### config.mk
export PLATFORM = sky130hd
export DESIGN_NAME = mips_harvard_core
export DESIGN_NICKNAME = d
export VERILOG_FILES = /design/src/rtl/mips_pkg.sv /design/src/rtl/mips_regfile.sv /design/src/rtl/mips_harvard_core.sv
export SDC_FILE = /design/constraint.sdc
export NUM_CORES = 2
export LEC_CHECK = 0
export ABC_CLOCK_PERIOD_IN_PS = 15000
export BUFFER_PORTS_ARGS = -buffer_cell sky130_fd_sc_hd__buf_2
export CAP_MARGIN = 10
export CORE_MARGIN = 5
export CORE_UTILIZATION = 57
export CTS_CLUSTER_DIAMETER = 120
export DETAILED_ROUTE_END_ITERATION = 8
export PLACE_DENSITY = 0.73
export REMOVE_ABC_BUFFERS = 1
export SYNTH_ARGS = -nofsm -noshare
export SYNTH_HDL_FRONTEND = slang
export SYNTH_SLANG_ARGS = --single-unit
### constraint.sdc
create_clock -name clk -period 15 [get_ports clk]
set_input_delay 0 -clock clk [delete_from_list [all_inputs] [get_ports clk]]
set_output_delay 0 -clock clk [all_outputs]
set_load 0.005 [all_outputs]
### src/rtl/mips_pkg.sv
// -----------------------------------------------------------------------------
// mips_pkg
// Shared definitions for the MIPS-I Harvard core: primary opcodes, SPECIAL
// funct codes, REGIMM rt codes, ALU operation and write-back select enums,
// the reset vector and a bus/architectural byte-order swap helper.
// -----------------------------------------------------------------------------
package mips_pkg;

    localparam logic [31:0] RESET_VECTOR = 32'hBFC0_0000;

    // Primary opcodes (instr[31:26])
    localparam logic [5:0] OP_SPECIAL = 6'h00;
    localparam logic [5:0] OP_REGIMM  = 6'h01;
    localparam logic [5:0] OP_J       = 6'h02;
    localparam logic [5:0] OP_JAL     = 6'h03;
    localparam logic [5:0] OP_BEQ     = 6'h04;
    localparam logic [5:0] OP_BNE     = 6'h05;
    localparam logic [5:0] OP_BLEZ    = 6'h06;
    localparam logic [5:0] OP_BGTZ    = 6'h07;
    localparam logic [5:0] OP_ADDIU   = 6'h09;
    localparam logic [5:0] OP_SLTI    = 6'h0A;
    localparam logic [5:0] OP_SLTIU   = 6'h0B;
    localparam logic [5:0] OP_ANDI    = 6'h0C;
    localparam logic [5:0] OP_ORI     = 6'h0D;
    localparam logic [5:0] OP_XORI    = 6'h0E;
    localparam logic [5:0] OP_LUI     = 6'h0F;
    localparam logic [5:0] OP_LW      = 6'h23;
    localparam logic [5:0] OP_SW      = 6'h2B;

    // SPECIAL funct codes (instr[5:0])
    localparam logic [5:0] FN_SLL  = 6'h00;
    localparam logic [5:0] FN_SRL  = 6'h02;
    localparam logic [5:0] FN_SRA  = 6'h03;
    localparam logic [5:0] FN_SLLV = 6'h04;
    localparam logic [5:0] FN_SRLV = 6'h06;
    localparam logic [5:0] FN_SRAV = 6'h07;
    localparam logic [5:0] FN_JR   = 6'h08;
    localparam logic [5:0] FN_JALR = 6'h09;
    localparam logic [5:0] FN_ADDU = 6'h21;
    localparam logic [5:0] FN_SUBU = 6'h23;
    localparam logic [5:0] FN_AND  = 6'h24;
    localparam logic [5:0] FN_OR   = 6'h25;
    localparam logic [5:0] FN_XOR  = 6'h26;
    localparam logic [5:0] FN_SLT  = 6'h2A;
    localparam logic [5:0] FN_SLTU = 6'h2B;

    // REGIMM rt codes (instr[20:16])
    localparam logic [4:0] RT_BLTZ   = 5'h00;
    localparam logic [4:0] RT_BGEZ   = 5'h01;
    localparam logic [4:0] RT_BLTZAL = 5'h10;
    localparam logic [4:0] RT_BGEZAL = 5'h11;

    // Link register index for JAL / BLTZAL / BGEZAL
    localparam logic [4:0] REG_RA = 5'd31;

    typedef enum logic [3:0] {
        ALU_ADD,
        ALU_SUB,
        ALU_AND,
        ALU_OR,
        ALU_XOR,
        ALU_SLT,
        ALU_SLTU,
        ALU_SLL,
        ALU_SRL,
        ALU_SRA,
        ALU_LUI
    } alu_op_e;

    typedef enum logic [1:0] {
        WB_ALU,
        WB_MEM,
        WB_LINK
    } wb_sel_e;

    // The bus places the lowest-addressed byte in bits [7:0]; architectural
    // values are big-endian, so every word crossing the bus is byte-reversed.
    function automatic logic [31:0] bswap32(input logic [31:0] w);
        return {w[7:0], w[15:8], w[23:16], w[31:24]};
    endfunction

endpackage

### src/rtl/mips_regfile.sv
// -----------------------------------------------------------------------------
// mips_regfile
// 32 x 32-bit general purpose register file.
//   clk_i      : write clock (rising edge)
//   rst_ni     : asynchronous active-low clear of all registers
//   we_i       : write enable (already qualified by the core)
//   waddr_i    : write register index; index 0 is discarded
//   wdata_i    : write data
//   raddr_a_i / rdata_a_o : asynchronous read port A ($0 reads 0)
//   raddr_b_i / rdata_b_o : asynchronous read port B ($0 reads 0)
//   v0_o       : live contents of register 2
// -----------------------------------------------------------------------------
module mips_regfile (
    input  logic        clk_i,
    input  logic        rst_ni,
    input  logic        we_i,
    input  logic [4:0]  waddr_i,
    input  logic [31:0] wdata_i,
    input  logic [4:0]  raddr_a_i,
    output logic [31:0] rdata_a_o,
    input  logic [4:0]  raddr_b_i,
    output logic [31:0] rdata_b_o,
    output logic [31:0] v0_o
);

    logic [31:0] regs_q [32];

    always_ff @(posedge clk_i or negedge rst_ni) begin
        if (!rst_ni) begin
            for (int i = 0; i < 32; i++) begin
                regs_q[i] <= 32'd0;
            end
        end else if (we_i && (waddr_i != 5'd0)) begin
            regs_q[waddr_i] <= wdata_i;
        end
    end

    assign rdata_a_o = (raddr_a_i == 5'd0) ? 32'd0 : regs_q[raddr_a_i];
    assign rdata_b_o = (raddr_b_i == 5'd0) ? 32'd0 : regs_q[raddr_b_i];
    assign v0_o      = regs_q[2];

endmodule

### src/rtl/mips_harvard_core.sv
// -----------------------------------------------------------------------------
// mips_harvard_core
// Single-cycle MIPS-I integer subset CPU with separate instruction and data
// ports. Decode, register read, ALU and data read are combinational; PC,
// register file and store commit on the rising clock edge.
//   clk            : clock
//   reset          : asynchronous active-low reset
//   clk_enable     : 0 freezes all architectural state
//   active         : 1 while running, 0 once halted (jump/branch to 0)
//   register_v0    : live value of GPR 2
//   instr_address  : current PC
//   instr_readdata : instruction word, bus byte order
//   data_address   : load/store address (ALU result)
//   data_write     : store strobe, memory samples it on rising clk
//   data_read      : load strobe
//   data_writedata : store data, bus byte order
//   data_readdata  : load data, bus byte order
// -----------------------------------------------------------------------------
module mips_harvard_core
    import mips_pkg::*;
(
    input  logic        clk,
    input  logic        reset,
    input  logic        clk_enable,
    output logic        active,
    output logic [31:0] register_v0,
    output logic [31:0] instr_address,
    input  logic [31:0] instr_readdata,
    output logic [31:0] data_address,
    output logic        data_write,
    output logic        data_read,
    output logic [31:0] data_writedata,
    input  logic [31:0] data_readdata
);

    // Program counter and delay-slot state
    logic [31:0] pc_q, pc_d;
    logic [31:0] target_q, target_d;
    logic        pend_q, pend_d;
    logic        active_q, active_d;
    logic        commit;

    // Instruction fields
    logic [31:0] instr;
    logic [5:0]  opcode, funct;
    logic [4:0]  rs_f, rt_f, rd_f, shamt_f;
    logic [15:0] imm_f;
    logic [25:0] jidx_f;

    logic [31:0] imm_sext, imm_zext;
    logic [31:0] pc_plus4, pc_plus8, br_rel, j_abs;
    logic [31:0] rs_val, rt_val;

    // Decoder outputs
    alu_op_e     alu_op;
    wb_sel_e     wb_sel;
    logic        use_imm, zext_imm, shift_var;
    logic        reg_we, is_lw, is_sw, br_taken;
    logic [4:0]  waddr;
    logic [31:0] br_target;

    // Datapath
    logic [31:0] alu_b, alu_res, wb_data;
    logic [4:0]  sh_amt;

    assign instr   = bswap32(instr_readdata);
    assign opcode  = instr[31:26];
    assign rs_f    = instr[25:21];
    assign rt_f    = instr[20:16];
    assign rd_f    = instr[15:11];
    assign shamt_f = instr[10:6];
    assign funct   = instr[5:0];
    assign imm_f   = instr[15:0];
    assign jidx_f  = instr[25:0];

    assign imm_sext = {{16{imm_f[15]}}, imm_f};
    assign imm_zext = {16'd0, imm_f};
    assign pc_plus4 = pc_q + 32'd4;
    assign pc_plus8 = pc_q + 32'd8;
    assign br_rel   = pc_plus4 + {imm_sext[29:0], 2'b00};
    assign j_abs    = {pc_plus4[31:28], jidx_f, 2'b00};

    mips_regfile u_regfile (
        .clk_i     (clk),
        .rst_ni    (reset),
        .we_i      (reg_we && commit),
        .waddr_i   (waddr),
        .wdata_i   (wb_data),
        .raddr_a_i (rs_f),
        .rdata_a_o (rs_val),
        .raddr_b_i (rt_f),
        .rdata_b_o (rt_val),
        .v0_o      (register_v0)
    );

    // Decoder: unsupported encodings fall through the defaults and act as NOP.
    always_comb begin
        alu_op    = ALU_ADD;
        wb_sel    = WB_ALU;
        use_imm   = 1'b0;
        zext_imm  = 1'b0;
        shift_var = 1'b0;
        reg_we    = 1'b0;
        is_lw     = 1'b0;
        is_sw     = 1'b0;
        br_taken  = 1'b0;
        waddr     = 5'd0;
        br_target = br_rel;

        case (opcode)
            OP_SPECIAL: begin
                waddr = rd_f;
                case (funct)
                    FN_SLL:  begin alu_op = ALU_SLL; reg_we = 1'b1; end
                    FN_SRL:  begin alu_op = ALU_SRL; reg_we = 1'b1; end
                    FN_SRA:  begin alu_op = ALU_SRA; reg_we = 1'b1; end
                    FN_SLLV: begin alu_op = ALU_SLL; shift_var = 1'b1; reg_we = 1'b1; end
                    FN_SRLV: begin alu_op = ALU_SRL; shift_var = 1'b1; reg_we = 1'b1; end
                    FN_SRAV: begin alu_op = ALU_SRA; shift_var = 1'b1; reg_we = 1'b1; end
                    FN_JR: begin
                        br_taken  = 1'b1;
                        br_target = rs_val;
                    end
                    FN_JALR: begin
                        br_taken  = 1'b1;
                        br_target = rs_val;
                        reg_we    = 1'b1;
                        wb_sel    = WB_LINK;
                    end
                    FN_ADDU: begin alu_op = ALU_ADD;  reg_we = 1'b1; end
                    FN_SUBU: begin alu_op = ALU_SUB;  reg_we = 1'b1; end
                    FN_AND:  begin alu_op = ALU_AND;  reg_we = 1'b1; end
                    FN_OR:   begin alu_op = ALU_OR;   reg_we = 1'b1; end
                    FN_XOR:  begin alu_op = ALU_XOR;  reg_we = 1'b1; end
                    FN_SLT:  begin alu_op = ALU_SLT;  reg_we = 1'b1; end
                    FN_SLTU: begin alu_op = ALU_SLTU; reg_we = 1'b1; end
                    default: ;
                endcase
            end
            OP_REGIMM: begin
                case (rt_f)
                    RT_BLTZ: br_taken = rs_val[31];
                    RT_BGEZ: br_taken = !rs_val[31];
                    // The -AL forms link whether or not the branch is taken.
                    RT_BLTZAL: begin
                        br_taken = rs_val[31];
                        reg_we   = 1'b1;
                        waddr    = REG_RA;
                        wb_sel   = WB_LINK;
                    end
                    RT_BGEZAL: begin
                        br_taken = !rs_val[31];
                        reg_we   = 1'b1;
                        waddr    = REG_RA;
                        wb_sel   = WB_LINK;
                    end
                    default: ;
                endcase
            end
            OP_J: begin
                br_taken  = 1'b1;
                br_target = j_abs;
            end
            OP_JAL: begin
                br_taken  = 1'b1;
                br_target = j_abs;
                reg_we    = 1'b1;
                waddr     = REG_RA;
                wb_sel    = WB_LINK;
            end
            OP_BEQ:  br_taken = (rs_val == rt_val);
            OP_BNE:  br_taken = (rs_val != rt_val);
            OP_BLEZ: br_taken = rs_val[31] || (rs_val == 32'd0);
            OP_BGTZ: br_taken = !rs_val[31] && (rs_val != 32'd0);
            OP_ADDIU: begin alu_op = ALU_ADD;  use_imm = 1'b1; reg_we = 1'b1; waddr = rt_f; end
            OP_SLTI:  begin alu_op = ALU_SLT;  use_imm = 1'b1; reg_we = 1'b1; waddr = rt_f; end
            OP_SLTIU: begin alu_op = ALU_SLTU; use_imm = 1'b1; reg_we = 1'b1; waddr = rt_f; end
            OP_ANDI: begin
                alu_op = ALU_AND; use_imm = 1'b1; zext_imm = 1'b1; reg_we = 1'b1; waddr = rt_f;
            end
            OP_ORI: begin
                alu_op = ALU_OR;  use_imm = 1'b1; zext_imm = 1'b1; reg_we = 1'b1; waddr = rt_f;
            end
            OP_XORI: begin
                alu_op = ALU_XOR; use_imm = 1'b1; zext_imm = 1'b1; reg_we = 1'b1; waddr = rt_f;
            end
            OP_LUI: begin alu_op = ALU_LUI; reg_we = 1'b1; waddr = rt_f; end
            OP_LW: begin
                use_imm = 1'b1;
                is_lw   = 1'b1;
                reg_we  = 1'b1;
                waddr   = rt_f;
                wb_sel  = WB_MEM;
            end
            OP_SW: begin
                use_imm = 1'b1;
                is_sw   = 1'b1;
            end
            default: ;
        endcase
    end

    // ALU: operand A is always rs; shifts operate on rt (carried in alu_b).
    assign alu_b  = use_imm ? (zext_imm ? imm_zext : imm_sext) : rt_val;
    assign sh_amt = shift_var ? rs_val[4:0] : shamt_f;

    always_comb begin
        alu_res = 32'd0;
        case (alu_op)
            ALU_ADD:  alu_res = rs_val + alu_b;
            ALU_SUB:  alu_res = rs_val - alu_b;
            ALU_AND:  alu_res = rs_val & alu_b;
            ALU_OR:   alu_res = rs_val | alu_b;
            ALU_XOR:  alu_res = rs_val ^ alu_b;
            ALU_SLT:  alu_res = {31'd0, $signed(rs_val) < $signed(alu_b)};
            ALU_SLTU: alu_res = {31'd0, rs_val < alu_b};
            ALU_SLL:  alu_res = alu_b << sh_amt;
            ALU_SRL:  alu_res = alu_b >> sh_amt;
            ALU_SRA:  alu_res = $unsigned($signed(alu_b) >>> sh_amt);
            ALU_LUI:  alu_res = {imm_f, 16'd0};
            default:  alu_res = 32'd0;
        endcase
    end

    always_comb begin
        wb_data = alu_res;
        case (wb_sel)
            WB_MEM:  wb_data = bswap32(data_readdata);
            WB_LINK: wb_data = pc_plus8;
            default: wb_data = alu_res;
        endcase
    end

    // PC sequencing: a taken branch arms target_q; the following (delay-slot)
    // instruction completes and only then does the PC load the target. A
    // target of zero means halt once the delay slot retires.
    assign commit   = clk_enable && active_q;
    assign pc_d     = pend_q ? target_q : pc_plus4;
    assign pend_d   = br_taken;
    assign target_d = br_target;
    assign active_d = !(pend_q && (target_q == 32'd0));

    always_ff @(posedge clk or negedge reset) begin
        if (!reset) begin
            pc_q     <= RESET_VECTOR;
            target_q <= 32'd0;
            pend_q   <= 1'b0;
            active_q <= 1'b1;
        end else if (commit) begin
            pc_q     <= pc_d;
            target_q <= target_d;
            pend_q   <= pend_d;
            active_q <= active_d;
        end
    end

    assign active         = active_q;
    assign instr_address  = pc_q;
    assign data_address   = alu_res;
    assign data_writedata = bswap32(rt_val);
    // Strobes are forced low while halted or in reset; the store strobe also
    // drops with clk_enable so a frozen core never writes memory.
    assign data_read      = is_lw && active_q && reset;
    assign data_write     = is_sw && commit && reset;

endmodule

== After elaboration in Yosys (flattened, before gate mapping) ==
Cells that the tools add are included.

* Bits in registers: 1090
* Input bits: 67

* Add/subtract/negate cells: 5
* Magnitude comparators: 6
* Eq/ne operators: 47
* Shifts and indexed selects: 3
* Multiplexer cells: 38
* Bitwise operators: 6
* Reductions and logical operators: 36

{| class="wikitable"
|+ Operators by type and width
! cell !! number
|-
| 1024-bit bitwise mux || 1
|-
| 32-bit 2-to-1 mux || 11
|-
| 32-bit one-hot mux with 11 select lines || 1
|-
| 32-bit binary-select mux with 5-bit select || 2
|-
| 32-bit demux with 5-bit select || 1
|-
| 32-bit one-hot mux with 2 select lines || 2
|-
| 32-bit adder || 2
|-
| 32-bit logical NOT || 2
|-
| 32-bit < comparator || 2
|-
| 6-bit by 4-bit == test with 1-bit output, second input constant || 9
|-
| 6-bit == test, second input constant || 9
|-
| 6-bit by 3-bit == test with 1-bit output, second input constant || 7
|-
| 4-bit one-hot mux with 9 select lines || 1
|-
| 32-bit by 3-bit adder with 32-bit output, second input constant || 1
|-
| 32-bit by 4-bit adder with 32-bit output, second input constant || 1
|-
| 32-bit bitwise AND || 1
|-
| 32-bit == test || 1
|-
| 32-bit inequality test || 1
|-
| 32-bit OR || 1
|-
| 32-bit nonzero test || 1
|-
| 32-bit by 5-bit << shifter with 32-bit output || 1
|-
| 32-bit by 5-bit >> shifter with 32-bit output || 1
|-
| 32-bit by 5-bit >>> shifter with 32-bit output || 1
|-
| 32-bit subtractor || 1
|-
| 35 further kinds || 80
|}

== Logic depth before layout (Yosys ltp) ==
* Depth after elaboration: 10
* Depth in mapped cells: 28
* Mapped depth without buffers: 21

== Hierarchy ==
From an unflattened synthesis, not the netlist that was laid out.

* Cells, all modules: 6228
* Area, all modules: 71855.2 um^2

{| class="wikitable"
|+ Modules (own cells, without submodules)
! module !! times used !! cells an instance !! area each (um^2) !! seq. area each (um^2)
|-
| mips_regfile || 1 || 3652 || 54587.4 || 25624.6
|-
| mips_harvard_core || 1 || 2576 || 17267.8 || 1664.1
|}

== Worst setup path after synthesis ==
Ideal clock, no wire load.

* Path type: input-to-reg
* From: in instr_readdata[13]
* To: reg u_regfile.regs_q[411] (netlist bit)
* Setup time: 0.125 ns
* Arrival time: 6.134 ns
* Slack: 8.741 ns
* Stages: 26
* Path through: buf_4 -> buf_4 -> buf_6 -> buf_4 -> buf_2 -> buf_2 -> buf_2 -> mux4_2 -> mux4_2 -> mux2i_1 -> nor2_1 -> inv_1 -> ha_1 -> clkbuf_1 -> a211o_1 -> o22a_1 -> and2_1 -> a31oi_1 -> o21ai_0 -> a211o_1 -> a21oi_1 -> or3_1 -> o311ai_0 -> a2111oi_4 -> nor2_1 -> mux2_2

* Cells in the longest elaborated chain, start to end: 10

{| class="wikitable"
|+ Ends and longest elaborated chain
! item !! line !! text
|-
| start: declaration || mips_harvard_core.sv:28 || <nowiki>input logic [31:0] instr_readdata,</nowiki>
|-
| 5-bit NOT with 6-bit output (not written as such) || mips_regfile.sv:38 || <nowiki>assign rdata_a_o = (raddr_a_i == 5'd0) ? 32'd0 : regs_q[raddr_a_i];</nowiki>
|-
| 32-bit binary-select mux with 5-bit select || mips_regfile.sv:38 ||
|-
| 32-bit 2-to-1 mux (not written as such) (2 in series) || mips_regfile.sv:38 ||
|-
| 32-bit 2-to-1 mux * || mips_regfile.sv:38 ||
|-
| branches (longest 2 deep; another with 32-bit subtractor) || -- ||
|-
| 32-bit one-hot mux with 11 select lines * || mips_harvard_core.sv:209 || <nowiki>case (alu_op)</nowiki>
|-
| 32-bit one-hot mux with 2 select lines * || mips_harvard_core.sv:227 || <nowiki>case (wb_sel)</nowiki>
|-
| 1024-bit bitwise mux * || mips_regfile.sv:34 || <nowiki>regs_q[waddr_i] <= wdata_i;</nowiki>
|-
| end signal: indexed assignment || mips_regfile.sv:34 ||
|-
| end: declaration || mips_regfile.sv:26 || <nowiki>logic [31:0] regs_q [32];</nowiki>
|}

Mark *: on every way between the ends. The select of a mux whose other input is x is not followed.
A chain may end at the register's enable or synchronous reset.

== Worst setup path in the final report ==
* From: in instr_readdata[8]
* To: reg u_regfile.regs_q[654] (netlist bit)

* Cells in the longest elaborated chain, start to end: 10

{| class="wikitable"
|+ Ends and longest elaborated chain
! item !! line !! text
|-
| 5-bit NOT with 6-bit output (not written as such) or 5-bit == test (tied branches) || mips_regfile.sv:39, mips_harvard_core.sv:141 ||
|-
| 32-bit binary-select mux with 5-bit select or 2-bit OR reduction (tied branches) || -- ||
|-
| 32-bit 2-to-1 mux (not written as such) or 5-bit 2-to-1 mux (tied branches) || mips_regfile.sv:39, mips_harvard_core.sv:141 ||
|-
| 32-bit 2-to-1 mux (not written as such) or 5-bit one-hot mux with 4 select lines (tied branches) || mips_regfile.sv:39, mips_harvard_core.sv:110 ||
|-
| 32-bit 2-to-1 mux or 5-bit NOT with 6-bit output (tied branches) || mips_regfile.sv:39, mips_regfile.sv:34 ||
|-
| 32-bit 2-to-1 mux (tied with other cells) || mips_harvard_core.sv:204 || <nowiki>assign alu_b = use_imm ? (zext_imm ? imm_zext : imm_sext) : rt_val;</nowiki>
|-
| 32-bit subtractor (tied with other cells) || mips_harvard_core.sv:211 || <nowiki>ALU_SUB: alu_res = rs_val - alu_b;</nowiki>
|-
| 32-bit one-hot mux with 11 select lines or 32-bit 2-to-1 mux (tied branches) || mips_harvard_core.sv:209, mips_regfile.sv:34 ||
|-
| 32-bit one-hot mux with 2 select lines or 32-bit demux with 5-bit select (tied branches) || mips_harvard_core.sv:227, mips_regfile.sv:34 ||
|-
| 1024-bit bitwise mux || mips_regfile.sv:34 ||
|}

Several ways; a longest one is shown, not always the timed one. The select of a mux whose other input is x is not followed.

==> run summary <==
The run finished with clean final reports. The logs give 0.08350 for the headroom to the max-slew limit and 300.7 mm for the final wirelength. The tree is rooted in a sky130_fd_sc_hd__clkbuf_16.

The number of warning messages in the yosys log is 0, and the chip width is 362.7 um. The reported leakage power is 0.03448 uW. TritonCTS built the clock tree. The final cycle utilization of the critical path was 0.5823. Setup repair after global routing left no endpoint under its margin. The number of setup buffers added after CTS is 0.

The worst setup path is launched from an input pin. The via count of the routed design is 61230, and the H-tree depth reported by CTS is 3. The final weighted congestion in routability-driven placement is 1.025. Ratio of total power to cell area: 91.10 nW/um2. The tools report the post-route cell area as 76640 um2. After global routing the overflow that remains totals 0. The later pin in the worst-skew pair is clocked with a latency of 0.75 ns. The tools report the clock buffer count from CTS as 111. The most instantiated flip-flop cell in the synthesis netlist is sky130_fd_sc_hd__dfrtp_1. The initial core utilization was 0.5737.

The tools report the max-capacitance violation count as 0. After synthesis the netlist holds a flip-flop and latch count of 1090. The logs give 0.4476 for the combined global-route utilization of all metal layers and 123600 um2 for the area inside the core boundary. Number of distinct standard cells referenced by the synthesized netlist: 110.

Dividing the detail-routed wire length by the instance count gives 35.97 um. IR analysis of the VDD net gives a maximum drop of 107.4 uV. Measured along the y axis, the die boundary spans 362.7 um. The largest fanout on the critical path came out at 74. For this run, the post-layout net count is 6829. The logs give 0.05437 ns for the worst clock skew and 0 for the hold violation count in the final report. The fraction of final layout cells sized beyond drive strength 1 is 0.2457. The boundary pin count was 198; the count of cells along the worst hold path was 5. The count of mapped cells out of synthesis is 6781. The tools report the data arrival time of the critical path as 9.28 ns. The logs give 12 for the initial antenna violation count and 0 for the number of setup violations in the final report.

The floorplan has 129 rows. The actual slew at the worst max-slew pin is 1.369 ns, and the required time reported for the critical path endpoint is 15.54 ns. For the summed instance area of the synthesized netlist, the log shows 70930 um2. Clock tree buffer depth: 3. The clock slew at the register clock pins of the worst setup and hold paths was 0.06 ns; the starting DRC count in detailed routing was 9075. The pre-antenna-repair detailed-routing pass consisted of 9 iterations.

The average vias per placed instance came out at 7.325. The count of buffers from port buffering was 197. Entering global routing, the biggest net connects 178 pins. The number of routed nets with antenna violations came out at 0.

In this run the cell area measured after placement is 72460 um2. The min-delay analysis places its worst path in the category in -> reg. The setup path with the least slack is of type in -> reg. Synthesis-to-finish area growth: 8.053%. For the number of slew-limit violations in the final report, the log shows 0.

Share of synthesized area occupied by flip-flops and latches: 0.3848. The logs give 131600 um2 for the area of the die and 1090 for the CTS sink count. The worst path in the final design needs a cycle of 8.735 ns, including I/O delays and setup. Post-detailed-route DRC marker count: 0.

The mean cell area of the mapped netlist was 10.46 um2. The top achievable clock speed is 114.5 MHz. The via count of the first global-routing pass is 59540.

Detailed placement finished with a half-perimeter wire length of 197.9 mm. Share of async-settable or async-resettable flops after synthesis: 1.000. STA classifies the critical path endpoint as a flop.

The number of enable-type register cells in the synthesized netlist is 0, and the depth of the most critical reg-to-reg path is 21. The first global-routing pass estimated 429.4 mm of wire. Adding up every negative setup slack in the final design gives 0 ns.
[per-layer routing]
metal / routed length, um / track usage / vias to the layer above
li1: - / - / 24790
met1: 105800 / 0.5585 / 30550
met2: 130300 / 0.6675 / 4621
met3: 36180 / 0.1280 / 1269
met4: 28220 / 0.3288 / 8
met5: 143 / 0.005810 / -
[what timing repair did]
| action | CTS | global route |
|---|---|---|
| hold endpoints to repair | 125 | 0 |
| hold buffers | 25 | 0 |
| resized for setup | 0 | 0 |
[logic make-up (layout without fill, tap and decap cells)]
group,after synthesis,in the layout,share of synthesized area
simple gates,1620,1620,0.1018
xor+xnor,123,123,0.01519
fa+ha+maj,133,133,0.02378
other cells,0,3,0
buf+inv,824,763,0.05592
mux,1300,1300,0.2678
compound gates,1691,1691,0.1508
flops,1090,1090,0.3848
[stage by stage]
step	instances	hold WS, ns	setup WS [ns]	utilization	total power, uW
after detailed placement	8127	0.08547	5.931	0.5861	4026
after CTS	8356	0.006792	6.705	0.6197	6948
after global routing	8357	0.06439	6.126	0.6198	7138
after floorplan	6086	-0.2956	8.161	-	3456
after global placement	8125	0.08330	5.570	0.5858	4028
final	8360	0.05374	6.265	0.6199	6982
[path summary, 6_finish.rpt]
kind / startpoint / to / slack [ns]
max: instr_readdata[8] / u_regfile.regs_q[654] / 6.27
max reg2reg: u_regfile.regs_q[161] / u_regfile.regs_q[125] / 7.24
max in group asynchronous: reset / u_regfile.regs_q[217] / 11.88
min: data_readdata[28] / u_regfile.regs_q[868] / 0.05
min in group asynchronous: reset / instr_address[24] / 0.46
min reg2reg: u_regfile.regs_q[995] / u_regfile.regs_q[995] / 0.37
[power breakdown]
| part | switching (uW) | internal [uW] |
|---|---|---|
| Sequential | 0 | 2940 |
| Clock | 1260 | 1710 |
| Combinational | 798 | 284 |
| Total | 2050 | 4930 |
[Yosys cell counts, drive strengths merged (29+ instances only)]
master | n | area [um2]
ha | 130 | 1627
o21ai | 785 | 3944
nor3 | 78 | 406.6
clkbuf | 410 | 1550
a21o | 47 | 352.8
o21bai | 29 | 217.7
nand2 | 914 | 3436
nand3 | 106 | 530.5
a211oi | 41 | 307.8
o211ai | 49 | 367.9
nand2b | 41 | 256.5
a21oi | 194 | 993.4
dfrtp | 1080 | 27030
buf | 254 | 1639
a31oi | 36 | 225.2
a221oi | 87 | 762.0
a22oi | 147 | 1104
xnor2 | 80 | 700.7
mux4 | 429 | 9662
mux2i | 384 | 3847
xor2 | 43 | 376.6
inv | 126 | 473.0
mux2 | 487 | 5484
nand4 | 39 | 244.0
o31ai | 34 | 255.2
nor2 | 229 | 867.1
nor4 | 33 | 219.0
and3 | 32 | 200.2
[critical path, stage by stage]
cell and delay [ns]:
sky130_fd_sc_hd__buf_8 0.55, sky130_fd_sc_hd__buf_4 0.72, sky130_fd_sc_hd__buf_4 0.68, sky130_fd_sc_hd__mux4_2 0.59
sky130_fd_sc_hd__a22o_1 0.25, sky130_fd_sc_hd__a31oi_1 0.15, sky130_fd_sc_hd__nand3_1 0.41, sky130_fd_sc_hd__mux2i_1 1.11
sky130_fd_sc_hd__ha_1 0.51, sky130_fd_sc_hd__inv_1 0.24, sky130_fd_sc_hd__nand3_1 0.15, sky130_fd_sc_hd__or2_2 0.35
sky130_fd_sc_hd__nor3_1 0.14, sky130_fd_sc_hd__a31oi_1 0.33, sky130_fd_sc_hd__mux2_2 0.40, sky130_fd_sc_hd__xnor2_1 0.13
sky130_fd_sc_hd__a222oi_1 0.56, sky130_fd_sc_hd__nand3_1 0.51, sky130_fd_sc_hd__o21ai_4 0.91, sky130_fd_sc_hd__o21ai_0 0.28
[placed cells by master, fill, tap and decap left out, types with 49 or more instances in the layout]
| cell | netlist | routed |
|---|---|---|
| sky130_fd_sc_hd__dfrtp_1 | 1080 | 1079 |
| sky130_fd_sc_hd__nand2_1 | 912 | 891 |
| sky130_fd_sc_hd__o21ai_0 | 764 | 757 |
| sky130_fd_sc_hd__mux2_2 | 485 | 485 |
| sky130_fd_sc_hd__mux4_2 | 429 | 429 |
| sky130_fd_sc_hd__mux2i_1 | 383 | 382 |
| sky130_fd_sc_hd__nor2_1 | 226 | 220 |
| sky130_fd_sc_hd__buf_4 | 77 | 203 |
| sky130_fd_sc_hd__a21oi_1 | 192 | 190 |
| sky130_fd_sc_hd__buf_2 | 122 | 189 |
| sky130_fd_sc_hd__a22oi_1 | 147 | 147 |
| sky130_fd_sc_hd__ha_1 | 130 | 129 |
| sky130_fd_sc_hd__inv_1 | 125 | 124 |
| sky130_fd_sc_hd__clkbuf_16 | 0 | 112 |
| sky130_fd_sc_hd__nand3_1 | 106 | 106 |
| sky130_fd_sc_hd__a221oi_1 | 87 | 86 |
| sky130_fd_sc_hd__xnor2_1 | 80 | 80 |
| sky130_fd_sc_hd__nor3_1 | 76 | 73 |
| sky130_fd_sc_hd__o211ai_1 | 49 | 49 |
[sequential cells by signal, indices dropped and copies added (netlist names)]
signal            count
active                1
instr_address        32
pend_q                1
target_q             32
u_regfile.regs_q    992
u_regfile.v0_o       32
[area by class of cell]
cell class / count / area [um2]
Fill cell: 10000 / 47000
Multi-Input combinational cell: 4867 / 39990
Sequential cell: 1090 / 27290
Clock buffer: 153 / 3207
Timing Repair Buffer: 430 / 2933
Tap cell: 1637 / 2048
Clock inverter: 51 / 680.7
Inverter: 129 / 484.2
Antenna cell: 3 / 7.507
Note: power is estimated with default switching activity, not from simulation.
